$ cat src/rtl/clkdiv_pkg.sv
// Shared types and defaults for the divided-clock period monitor.
package clkdiv_pkg;

  typedef enum logic [2:0] {
    ST_IDLE    = 3'd0,
    ST_ACQUIRE = 3'd1,
    ST_MEASURE = 3'd2,
    ST_LOCKED  = 3'd3,
    ST_STALL   = 3'd4
  } state_t;

  // Debug view of the monitor: FSM state plus the synchronised input and its edges.
  typedef struct packed {
    state_t state;
    logic   sync;
    logic   rise;
    logic   fall;
  } dbg_t;

  localparam int         CNT_W_DEF      = 8;
  localparam int         LOCK_COUNT_DEF = 3;
  localparam int         TIMEOUT_DEF    = 255;
  localparam logic [3:0] RATIO_MIN      = 4'd2;

endpackage

$ cat src/rtl/clkdiv_period_monitor_if.sv
// Signal bundle between the divider side (master) and the period monitor (slave).
// meas_valid is a one-cycle pulse with no ready: the consumer must sample it that cycle.
interface clkdiv_period_monitor_if
  import clkdiv_pkg::*;
#(
  parameter int CNT_W = CNT_W_DEF
);
  logic             div_in;
  logic [3:0]       exp_ratio;
  logic [CNT_W-1:0] period;
  logic [CNT_W-1:0] high_time;
  logic             meas_valid;
  logic             period_ok;
  logic             duty_ok;
  logic             locked;
  logic [CNT_W-1:0] err_count;
  logic             stalled;

  modport master (
    output div_in, exp_ratio,
    input  period, high_time, meas_valid, period_ok, duty_ok, locked, err_count, stalled
  );

  modport slave (
    input  div_in, exp_ratio,
    output period, high_time, meas_valid, period_ok, duty_ok, locked, err_count, stalled
  );
endinterface

$ cat src/rtl/clkdiv_edge_sync.sv
// Two-flop synchroniser for the divided clock followed by an edge-detect flop.
module clkdiv_edge_sync (
  input  logic clk,
  input  logic rst_n,
  input  logic din,
  output logic sync,
  output logic rise,
  output logic fall
);
  logic meta;
  logic prev;

  always_ff @(posedge clk or negedge rst_n) begin
    if (!rst_n) begin
      meta <= 1'b0;
      sync <= 1'b0;
      prev <= 1'b0;
    end else begin
      meta <= din;
      sync <= meta;
      prev <= sync;
    end
  end

  assign rise = sync & ~prev;
  assign fall = ~sync & prev;
endmodule

$ cat src/rtl/clkdiv_period_monitor.sv
// Measures period and high time of a divided clock in source-clock cycles and
// reports lock, mismatch count and stall against the expected division ratio.
module clkdiv_period_monitor
  import clkdiv_pkg::*;
#(
  parameter int CNT_W      = CNT_W_DEF,
  parameter int LOCK_COUNT = LOCK_COUNT_DEF,
  parameter int TIMEOUT    = TIMEOUT_DEF
) (
  input  logic                    clk,
  input  logic                    reset,
  clkdiv_period_monitor_if.slave  bus,
  output dbg_t                    dbg
);
  localparam int               GR_W      = $clog2(LOCK_COUNT + 1);
  localparam logic [CNT_W-1:0] CNT_MAX   = '1;
  localparam logic [CNT_W-1:0] TIMEOUT_C = CNT_W'(TIMEOUT);
  localparam logic [GR_W-1:0]  LOCK_C    = GR_W'(LOCK_COUNT);

  logic             sync;
  logic             rise;
  logic             fall;
  state_t           state;
  logic [3:0]       ratio_q;
  logic [CNT_W-1:0] cyc_cnt;
  logic [CNT_W-1:0] hi_cnt;
  logic [GR_W-1:0]  good_run;

  clkdiv_edge_sync u_sync (
    .clk   (clk),
    .rst_n (reset),
    .din   (bus.div_in),
    .sync  (sync),
    .rise  (rise),
    .fall  (fall)
  );

  logic             ratio_chg;
  logic [CNT_W-1:0] exp_ext;
  logic             per_good;
  logic             hi_good;
  logic [GR_W-1:0]  good_next;

  assign ratio_chg = (bus.exp_ratio != ratio_q);
  assign exp_ext   = CNT_W'(bus.exp_ratio);
  // A saturated cyc_cnt can never equal a 4-bit ratio, so it always counts as bad.
  assign per_good  = (cyc_cnt == exp_ext);
  assign hi_good   = (hi_cnt == (exp_ext >> 1)) || (hi_cnt == ((exp_ext + CNT_W'(1)) >> 1));
  assign good_next = (good_run == LOCK_C) ? LOCK_C : good_run + GR_W'(1);

  always_ff @(posedge clk or negedge reset) begin
    if (!reset) begin
      state          <= ST_IDLE;
      ratio_q        <= '0;
      cyc_cnt        <= '0;
      hi_cnt         <= '0;
      good_run       <= '0;
      bus.period     <= '0;
      bus.high_time  <= '0;
      bus.meas_valid <= 1'b0;
      bus.period_ok  <= 1'b0;
      bus.duty_ok    <= 1'b0;
      bus.locked     <= 1'b0;
      bus.err_count  <= '0;
      bus.stalled    <= 1'b0;
    end else begin
      bus.meas_valid <= 1'b0;
      ratio_q        <= bus.exp_ratio;
      if (ratio_chg) begin
        // A new ratio wins over any rise or timeout: restart acquisition from scratch.
        cyc_cnt       <= '0;
        hi_cnt        <= '0;
        good_run      <= '0;
        bus.locked    <= 1'b0;
        bus.err_count <= '0;
        bus.stalled   <= 1'b0;
        state         <= (bus.exp_ratio < RATIO_MIN) ? ST_IDLE : ST_ACQUIRE;
      end else if (state == ST_IDLE) begin
        cyc_cnt    <= '0;
        hi_cnt     <= '0;
        bus.locked <= 1'b0;
        if (bus.exp_ratio >= RATIO_MIN) state <= ST_ACQUIRE;
      end else begin
        if (rise) begin
          cyc_cnt <= CNT_W'(1);
          hi_cnt  <= CNT_W'(1);
        end else begin
          if (cyc_cnt != CNT_MAX) cyc_cnt <= cyc_cnt + CNT_W'(1);
          if (sync && hi_cnt != CNT_MAX) hi_cnt <= hi_cnt + CNT_W'(1);
        end

        if (rise) begin
          case (state)
            ST_ACQUIRE, ST_STALL: begin
              bus.stalled <= 1'b0;
              state       <= ST_MEASURE;
            end
            default: begin
              bus.period     <= cyc_cnt;
              bus.high_time  <= hi_cnt;
              bus.meas_valid <= 1'b1;
              bus.period_ok  <= per_good;
              bus.duty_ok    <= hi_good;
              if (per_good && hi_good) begin
                good_run <= good_next;
                if (good_next == LOCK_C) begin
                  state      <= ST_LOCKED;
                  bus.locked <= 1'b1;
                end
              end else begin
                good_run   <= '0;
                bus.locked <= 1'b0;
                state      <= ST_MEASURE;
                if (bus.err_count != CNT_MAX) bus.err_count <= bus.err_count + CNT_W'(1);
              end
            end
          endcase
        end else if (cyc_cnt == TIMEOUT_C) begin
          state       <= ST_STALL;
          bus.stalled <= 1'b1;
          bus.locked  <= 1'b0;
          good_run    <= '0;
        end
      end
    end
  end

  assign dbg.state = state;
  assign dbg.sync  = sync;
  assign dbg.rise  = rise;
  assign dbg.fall  = fall;
endmodule

$ cat src/flat_wrapper.sv
// flat-port wrapper written by rule: the top's interface ports become plain ports
module clkdiv_period_monitor_flat import clkdiv_pkg::*;
#(
  parameter int CNT_W      = CNT_W_DEF,
  parameter int LOCK_COUNT = LOCK_COUNT_DEF,
  parameter int TIMEOUT    = TIMEOUT_DEF
)
  (clk, reset, dbg, bus_div_in, bus_exp_ratio, bus_period, bus_high_time, bus_meas_valid, bus_period_ok, bus_duty_ok, bus_locked, bus_err_count, bus_stalled);
  clkdiv_period_monitor_if #(.CNT_W(CNT_W)) bus_i ();
  input  logic clk;
  input  logic reset;
  output dbg_t dbg;
  input wire logic [$bits(bus_i.div_in)-1:0] bus_div_in;
  input wire logic [$bits(bus_i.exp_ratio)-1:0] bus_exp_ratio;
  output wire logic [$bits(bus_i.period)-1:0] bus_period;
  output wire logic [$bits(bus_i.high_time)-1:0] bus_high_time;
  output wire logic [$bits(bus_i.meas_valid)-1:0] bus_meas_valid;
  output wire logic [$bits(bus_i.period_ok)-1:0] bus_period_ok;
  output wire logic [$bits(bus_i.duty_ok)-1:0] bus_duty_ok;
  output wire logic [$bits(bus_i.locked)-1:0] bus_locked;
  output wire logic [$bits(bus_i.err_count)-1:0] bus_err_count;
  output wire logic [$bits(bus_i.stalled)-1:0] bus_stalled;
  assign bus_i.div_in = bus_div_in;
  assign bus_i.exp_ratio = bus_exp_ratio;
  assign bus_period = bus_i.period;
  assign bus_high_time = bus_i.high_time;
  assign bus_meas_valid = bus_i.meas_valid;
  assign bus_period_ok = bus_i.period_ok;
  assign bus_duty_ok = bus_i.duty_ok;
  assign bus_locked = bus_i.locked;
  assign bus_err_count = bus_i.err_count;
  assign bus_stalled = bus_i.stalled;
  clkdiv_period_monitor #(.CNT_W(CNT_W), .LOCK_COUNT(LOCK_COUNT), .TIMEOUT(TIMEOUT)) u_core (.clk(clk), .reset(reset), .bus(bus_i), .dbg(dbg));
endmodule
$ cat config.mk
export PLATFORM = sky130hd
export DESIGN_NAME = clkdiv_period_monitor_flat
export DESIGN_NICKNAME = d
export VERILOG_FILES = /design/src/rtl/clkdiv_pkg.sv /design/src/rtl/clkdiv_period_monitor_if.sv /design/src/rtl/clkdiv_edge_sync.sv /design/src/rtl/clkdiv_period_monitor.sv /design/src/flat_wrapper.sv
export SDC_FILE = /design/constraint.sdc
export NUM_CORES = 1
export LEC_CHECK = 0
export BUFFER_PORTS_ARGS = -buffer_cell sky130_fd_sc_hd__buf_4
export CAP_MARGIN = 20
export CORE_UTILIZATION = 40
export CTS_CLUSTER_SIZE = 24
export DETAILED_ROUTE_END_ITERATION = 8
export SYNTH_ARGS = -nofsm -noshare
export SYNTH_HDL_FRONTEND = slang
export SYNTH_SLANG_ARGS = --single-unit
$ cat constraint.sdc
create_clock -name clk -period 2 [get_ports clk]
set_clock_uncertainty 0.1 [all_clocks]
set_input_delay 0.2 -clock clk [delete_from_list [all_inputs] [get_ports clk]]
set_output_delay 0.2 -clock clk [all_outputs]
set_load 0.1 [all_outputs]
==> run_results.csv, run 1 <==
group,metric,value,unit
cts,h-tree-depth,3,
worst_setup_path,required,2.17,ns
yosys,yosysSeqAreaShare,49.7,%
worst_setup_path,cpMaxStageDelayCell,"dfrtp_4",
floorplan,core_region_area,6870,sq um
placed_design,gp_congestion,0.848,
worst_setup_path,cp_top_family,"simple AND/OR/NAND/NOR gates",
hold_path,hold_class,"input pin to register",
yosys,avgSynthCellArea,10.8,sq um
worst_setup_path,worst-setup-path-type,"register to register",
power_and_ir_drop,seqPwrFrac,46.4,%
yosys,synth_top_family_by_area,"simple AND/OR/NAND/NOR gates",
floorplan,ioPinCount,42,
worst_setup_path,cp_cell_sequence,"ha_4 -> and3_4 -> and3_4 -> or3_4 -> or4_4 -> a21oi_2",
floorplan,die-area,7520,sq um
worst_setup_path,rrSetupSlack,-0.15,ns
worst_setup_path,end_kind,"register",
floorplan,die_w,86.7,um
route,drtIter0Drc,127,
worst_setup_path,cp_common_cell,"and3_4",
global_routing,grt_pass1_wl,10700,um
hold_path,hold_start,"bus_exp_ratio[0]",
hold_path,hold_end,"u_core.ratio_q[0]",
route,dr.pass1.iters,4,
global_routing,grt-ovfl-total,0,
route,drc,0,
floorplan,start_util,41.8,%
worst_setup_path,r2r_end,"u_core.bus.err_count[5]",
yosys,synth-edff-count,0,
worst_setup_path,worst-path-max-fanout,6,
outcome,status,"finished with violations",
finish,final_layout_size_suffix_gt1_share,43.6,%
timing,tightest_slew,0.727,ns
yosys,synthAdderAreaFrac,2.18,%
route,avgViaCountPerCell,5.13,
route,ant_nets,0,
finish,num-nets-final,369,
cts,clk_path_buf_depth,2,
yosys,yosys-mux-area-fraction,7.01,%
cts,clock-sinks,57,
worst_setup_path,start_kind,"register",
finish,diodes,0,
floorplan,floorplan.rows,30,
timing,fin_crit_sh,107,%
route,wirelength,6430,um
route,wl_per_cell,14.0,um
cts,cts_buffers,9,
timing,timing.hold.ws,0.0277,ns
power_and_ir_drop,p_sw,658,uW
timing,setup_viol,14,
cts,cts_root_buffer,"clkbuf_8",
cts,clkTransAtPathRegs,0.07,ns
yosys,synth_seq_cells,57,
timing,fmax,466,MHz
yosys,yosys.area_share.simple,16.7,%
global_routing,grt_antenna_before_repair,0,
power_and_ir_drop,power_frac_comb,11.3,%
yosys,yosysUniqueCellTypes,50,
yosys,synthArstFlopShare,100,%
route,num_vias,2348,
yosys,synth_xor_area_share,8.54,%
job,maxCapViolCount,0,
cts,clk_latency,0.34,ns
power_and_ir_drop,power_density,643,nW/um^2
timing,fin_setup_tns,-1.19,ns
timing,worst_slack,-0.147,ns
cts,cts_tree,"built",
power_and_ir_drop,vdd.ir_drop.worst,0.416,mV
placed_design,dp_hpwl,4500,um
finish,synthToLayoutAreaGrowth,37.2,%
yosys,syn_area,2870,sq um
worst_setup_path,cp_slowest_stage_delay,0.49,ns
worst_setup_path,crit_buf_inv,0,
power_and_ir_drop,sw_frac_of_total,26.0,%
power_and_ir_drop,power_frac_clock,42.3,%
global_routing,grt_pass1_vias,2250,
yosys,ys_top_cells_by_count,"dfrtp_1 (57), a21oi_1 (21), nor2_1 (18), mux2_2 (17), xnor2_1 (14)",
yosys,synth_compound_area_share,12.0,%
timing,min_period,2.15,ns
worst_setup_path,r2r_cells,6,
timing,slew_headroom,51.5,%
power_and_ir_drop,p_leak,1.86,nW
yosys,synth_top_area_share,49.7,%
yosys,synth_area_leaders,"dfrtp_1 (50%), mux2_2 (6.7%), xnor2_1 (4.3%)",
global_routing,grt_max_degree,58,
worst_setup_path,timing.rr.start,"u_core.bus.err_count[1]",
yosys,yosysWarnings,0,
global_routing,grtUsageTotal,18.8,%
timing,finalHoldViolations,0,
worst_setup_path,arrival,2.32,ns
placed_design,io_buffers,41,
power_and_ir_drop,p_int,1.87,mW
floorplan,fp.dieH,86.7,um
yosys,yosysMostFrequentCell,"dfrtp_1",
timing,rsz0062_at_grt,"yes",
yosys,syn_inst,265,
yosys,dominantRegCellSynth,"dfrtp_1",
hold_path,min_path_cells,2,
yosys,synth.net_count,277,
power_and_ir_drop,fin_total_pwr,2.53,mW
outcome,violations,"negative setup slack",
timing,slew_violations,0,
yosys,synth_top_area_cell,"dfrtp_1",
layout make-up:
cell class              instances  area, sq um
fillers                       587         2930
flip-flops and latches         57         1440
multi-input cells             187         1420
repair buffers                 97          742
clock buffers                  11          141
well taps                      96          120
clock inverters                 5         55.1
inverters                       5         18.8
worst reg2reg max path, delay by kind of cell, from the launching register on:
family,cells,cell delay (ns)
and+or+nand+nor,4,1.19
DFF,1,0.49
adders and majority gates,1,0.17
AOI/OAI and AO/OA,1,0.13
timing repair:
item                                   4_1_cts  5_1_grt
pin swaps                                    7        0
endpoints found under the hold margin       60        0
gates cloned                                 0        0
gates resized for setup                      4        6
hold buffers                                 4        0
setup buffers                                0        1
setup endpoints to repair                   15       22
how the worst max path moves through the flow:
| stage | from | to | slack [ns] | cells after the start |
|---|---|---|---|---|
| after floorplan | u_core.bus.err_count[1] | u_core.bus.err_count[6] | -0.38 | 7 |
| after global placement | u_core.hi_cnt[7] | u_core.bus.err_count[6] | -0.29 | 6 |
| after detailed placement | u_core.hi_cnt[7] | u_core.bus.err_count[5] | -0.36 | 6 |
| after CTS | u_core.bus.err_count[1] | u_core.bus.err_count[5] | -0.15 | 6 |
| after global routing | u_core.hi_cnt[7] | u_core.bus.err_count[6] | -0.22 | 6 |
| final | u_core.bus.err_count[1] | u_core.bus.err_count[5] | -0.15 | 6 |
through the flow:
step	cells	area, sq um	setup WS [ns]	utilization (%)
final	458	3940	-0.147	57.4
after global routing	458	3940	-0.217	57.4
after CTS	457	3890	-0.153	56.6
after detailed placement	437	3630	-0.357	52.9
after global placement	437	3630	-0.294	52.9
after floorplan	265	2920	-0.380	-
cell usage in the layout, fill, tap and decap left out, types with 3 or more instances in the layout:
master,Yosys,routed
a21o_1,3,3
a21oi_1,21,20
a41o_1,3,3
and3_1,9,7
buf_4,4,92
clkbuf_8,0,10
dfrtp_1,57,47
dfrtp_2,0,8
dlygate4sd3_1,0,4
ha_1,5,4
inv_1,5,5
mux2_2,17,17
nand2_1,13,13
nand2b_1,3,3
nand3_1,11,11
nand4_1,3,3
nor2_1,18,18
nor3_1,8,6
o21ai_0,4,4
o21ai_1,5,4
o31ai_1,3,3
or3_1,4,3
xnor2_1,14,14
xor2_1,9,9
registers in the layout, indices dropped and copies added (netlist names):
signal	flops
u_core.bus.duty_ok	1
u_core.bus.err_count	8
u_core.bus.high_time	8
u_core.bus.locked	1
u_core.bus.meas_valid	1
u_core.bus.period	8
u_core.bus.period_ok	1
u_core.bus.stalled	1
u_core.cyc_cnt	8
u_core.good_run	2
u_core.hi_cnt	8
u_core.ratio_q	4
u_core.state	3
u_core.u_sync.meta	1
u_core.u_sync.prev	1
u_core.u_sync.sync	1
metal layers:
metal / GRT usage (%) / share of wire [%] / wire length, um
met1: 25.0 / 48 / 3110
met2: 29.4 / 46 / 2980
met3: 5.24 / 3.8 / 242
met4: 6.82 / 1.7 / 107
met5: 0 / 0 / 0
cell families (layout without fill, tap and decap cells):
family,count (synthesis),count (layout)
DFF,57,57
and+or+nand+nor,86,86
muxes,18,18
AOI/OAI and AO/OA,53,53
xor gates and xnor gates,25,25
buffers and inverters,21,118
adders and majority gates,5,5
power by group through the flow:
stage / clock, mW / combinational (mW) / sequential (mW)
after floorplan: 0 / 0.137 / 1.23
after global placement: 0 / 0.273 / 1.20
after detailed placement: 0 / 0.274 / 1.20
after CTS: 1.10 / 0.284 / 1.17
after global routing: 1.15 / 0.308 / 1.18
final: 1.07 / 0.285 / 1.17
No activity file was read; power rests on OpenSTA's default activity.
==> run 2: changes to the inputs <==
--- a/config.mk
+++ b/config.mk
@@ -5,11 +5,11 @@
 export SDC_FILE = /design/constraint.sdc
 export NUM_CORES = 1
 export LEC_CHECK = 0
-export BUFFER_PORTS_ARGS = -buffer_cell sky130_fd_sc_hd__buf_4
 export CAP_MARGIN = 20
 export CORE_UTILIZATION = 40
-export CTS_CLUSTER_SIZE = 24
+export CTS_CLUSTER_SIZE = 25
 export DETAILED_ROUTE_END_ITERATION = 8
+export DONT_BUFFER_PORTS = 1
 export SYNTH_ARGS = -nofsm -noshare
 export SYNTH_HDL_FRONTEND = slang
 export SYNTH_SLANG_ARGS = --single-unit
==> run 2 against run 1 <==
  * The flow still finishes with violations (negative setup slack)
  * Utilization decreased by 0.15 points
  * Final cell count decreased by 3.1%
  * Die area unchanged
  * Total power decreased by 4.0%
  * Design area decreased by 0.25%
  * Clock-buffer cell count increased by 2
  * First-iteration DRC count decreased by 8.7%
  * Clock power decreased by 10%
  * Sequential power about the same
==> run_results.csv, run 2 (same netlist as run 1, synthesis figures left out) <==
group,metric,value,unit
outcome,status,"finished with violations",
outcome,violations,"negative setup slack",
cts,cts_tree,"built",
hold_path,min_path_cells,4,
worst_setup_path,arrival,2.35,ns
global_routing,grt_max_degree,58,
finish,nFillCells,583,
power_and_ir_drop,fin_total_pwr,2.43,mW
global_routing,grt_pass1_wl,11100,um
worst_setup_path,r2r_end,"u_core.bus.err_count[7]",
route,wirelength,6770,um
worst_setup_path,worst-path-max-fanout,6,
cts,h-tree-depth,3,
timing,finalHoldViolations,0,
route,met2WireLength,3290,um
power_and_ir_drop,p_leak,1.81,nW
worst_setup_path,cp_cell_sequence,"xnor2_4 -> xor2_2 -> nor4_4 -> buf_4 -> o21a_2 -> or4_1 -> a21oi_1",
worst_setup_path,crit_path_start,"u_core.hi_cnt[2]",
route,dr_wl_met3,283,um
power_and_ir_drop,vdd.ir_drop.worst,0.485,mV
finish,num-nets-final,355,
global_routing,grt_pass1_vias,2284,
finish,synthToLayoutAreaGrowth,36.8,%
placed_design,dpl_cell_area,3500,sq um
cts,clk_latency,0.34,ns
placed_design,dp_hpwl,4470,um
placed_design,gp_congestion,0.868,
cts,clkTransAtPathRegs,0.06,ns
worst_setup_path,cp.depth,7,
power_and_ir_drop,power_density,618,nW/um^2
global_routing,grt_antenna_before_repair,0,
finish,final_cell_mix,"buf_4 (69), dfrtp_1 (46), mux2_2 (17), nor2_1 (17), a21oi_1 (16)",
job,maxCapViolCount,0,
finish,final_common_cell,"buf_4",
timing,slew_headroom,77.8,%
route,avgViaCountPerCell,5.23,
timing,fmax,459,MHz
worst_setup_path,cp_slowest_stage_delay,0.51,ns
finish,design_area,3930,sq um
floorplan,core_region_area,6870,sq um
worst_setup_path,end_kind,"register",
global_routing,grt-ovfl-total,0,
worst_setup_path,worst-setup-path-type,"register to register",
timing,worst_slack,-0.179,ns
timing,fin_crit_sh,109,%
worst_setup_path,required,2.17,ns
route,num_vias,2323,
floorplan,start_util,41.8,%
route,drc,0,
route,ant_nets,0,
worst_setup_path,timing.rr.start,"u_core.hi_cnt[2]",
cts,clock-sinks,57,
floorplan,fp.dieH,86.7,um
floorplan,die-area,7520,sq um
worst_setup_path,rrSetupSlack,-0.18,ns
timing,slew_violations,0,
placed_design,io_buffers,0,
cts,cts_buffers,9,
cts,clk_path_buf_depth,2,
floorplan,ioPinCount,42,
route,met1Wirelength,3130,um
timing,rsz0062_at_grt,"yes",
worst_setup_path,crit_buf_inv,1,
worst_setup_path,cpMaxStageDelayCell,"or4_1",
worst_setup_path,critPathCapture,"u_core.bus.err_count[7]",
timing,min_period,2.18,ns
finish,diodes,0,
global_routing,grtUsageTotal,19.6,%
route,dr.max_layer_used,"met4",
route,drtIter0Drc,116,
floorplan,die_w,86.7,um
worst_setup_path,r2r_cells,7,
cts,cts_root_buffer,"clkbuf_8",
floorplan,floorplan.rows,30,
hold_path,hold_class,"input pin to register",
worst_setup_path,start_kind,"register",
timing,timing.hold.ws,0.211,ns
timing,setup_viol,15,
route,dr.pass1.iters,4,
finish,final_layout_size_suffix_gt1_share,43.4,%
worst_setup_path,cp_top_family,"simple AND/OR/NAND/NOR gates",
timing,tightest_slew,0.332,ns
route,wl_per_cell,15.2,um
run 2: cell count changes in the layout (fill, tap and decap cells not counted), sizes merged:
cell and change:
dlygate4sd3 +2, buf -17, clkinvlp -2, clkinv +1, o21a +1, bufinv -1, clkbuf +2
run 2: power breakdown:
part	internal [mW]	switching, mW	total (mW)
Sequential	1.17	0.00867	1.18
Combinational	0.112	0.180	0.292
Clock	0.511	0.452	0.963
Total	1.79	0.640	2.43
run 2: cell type report:
class	instances	area, sq um	share of cell area (%)
clock buffers	13	159	4.04
clock inverters	3	15.0	0.382
inverters	5	18.8	0.478
multi-input cells	188	1490	37.9
flip-flops and latches	57	1450	36.8
well taps	96	120	3.06
repair buffers	82	682	17.4
run 2: tightest hold or removal path: stages:
cell and delay, ns:
nor3_1 0.04, a22oi_1 0.17, o21ai_1 0.09, a21oi_1 0.12
run 2: stage by stage:
stage / worst slack [ns] / std cells / utilization, % / TNS [ns]
6_report: -0.179 / 444 / 57.2 / -1.97
5_1_grt: -0.260 / 444 / 57.2 / -3.28
4_1_cts: -0.132 / 441 / 55.3 / -1.21
3_5_place_dp: -0.349 / 417 / 50.9 / -3.96
3_3_place_gp: -0.287 / 417 / 50.9 / -3.44
2_1_floorplan: -0.380 / 265 / - / -3.33
run 2: timing repair:
action                                  in CTS  in global routing
hold buffers                                 7                  0
pin swaps                                   17                 10
endpoints found under the hold margin       62                  0
buffers inserted                             1                  3
cloned                                       0                  1
endpoints found under the setup margin      15                 19
gates resized for setup                      7                 20
run 2: worst min-delay path by stage:
stage                          start                       to
floorplan                      reset       u_core.bus.duty_ok
global route        bus_exp_ratio[1]          u_core.state[0]
global placement               reset  u_core.bus.err_count[5]
CTS                 bus_exp_ratio[1]          u_core.state[0]
finish              bus_exp_ratio[1]          u_core.state[0]
detailed placement             reset  u_core.bus.err_count[5]
run 2: routing by layer:
| layer | vias to the layer above | track usage [%] |
|---|---|---|
| li1 | 1108 | - |
| met1 | 1159 | 25.2 |
| met2 | 45 | 31.2 |
| met3 | 11 | 6.38 |
| met4 | 0 | 6.36 |
| met5 | - | 0 |
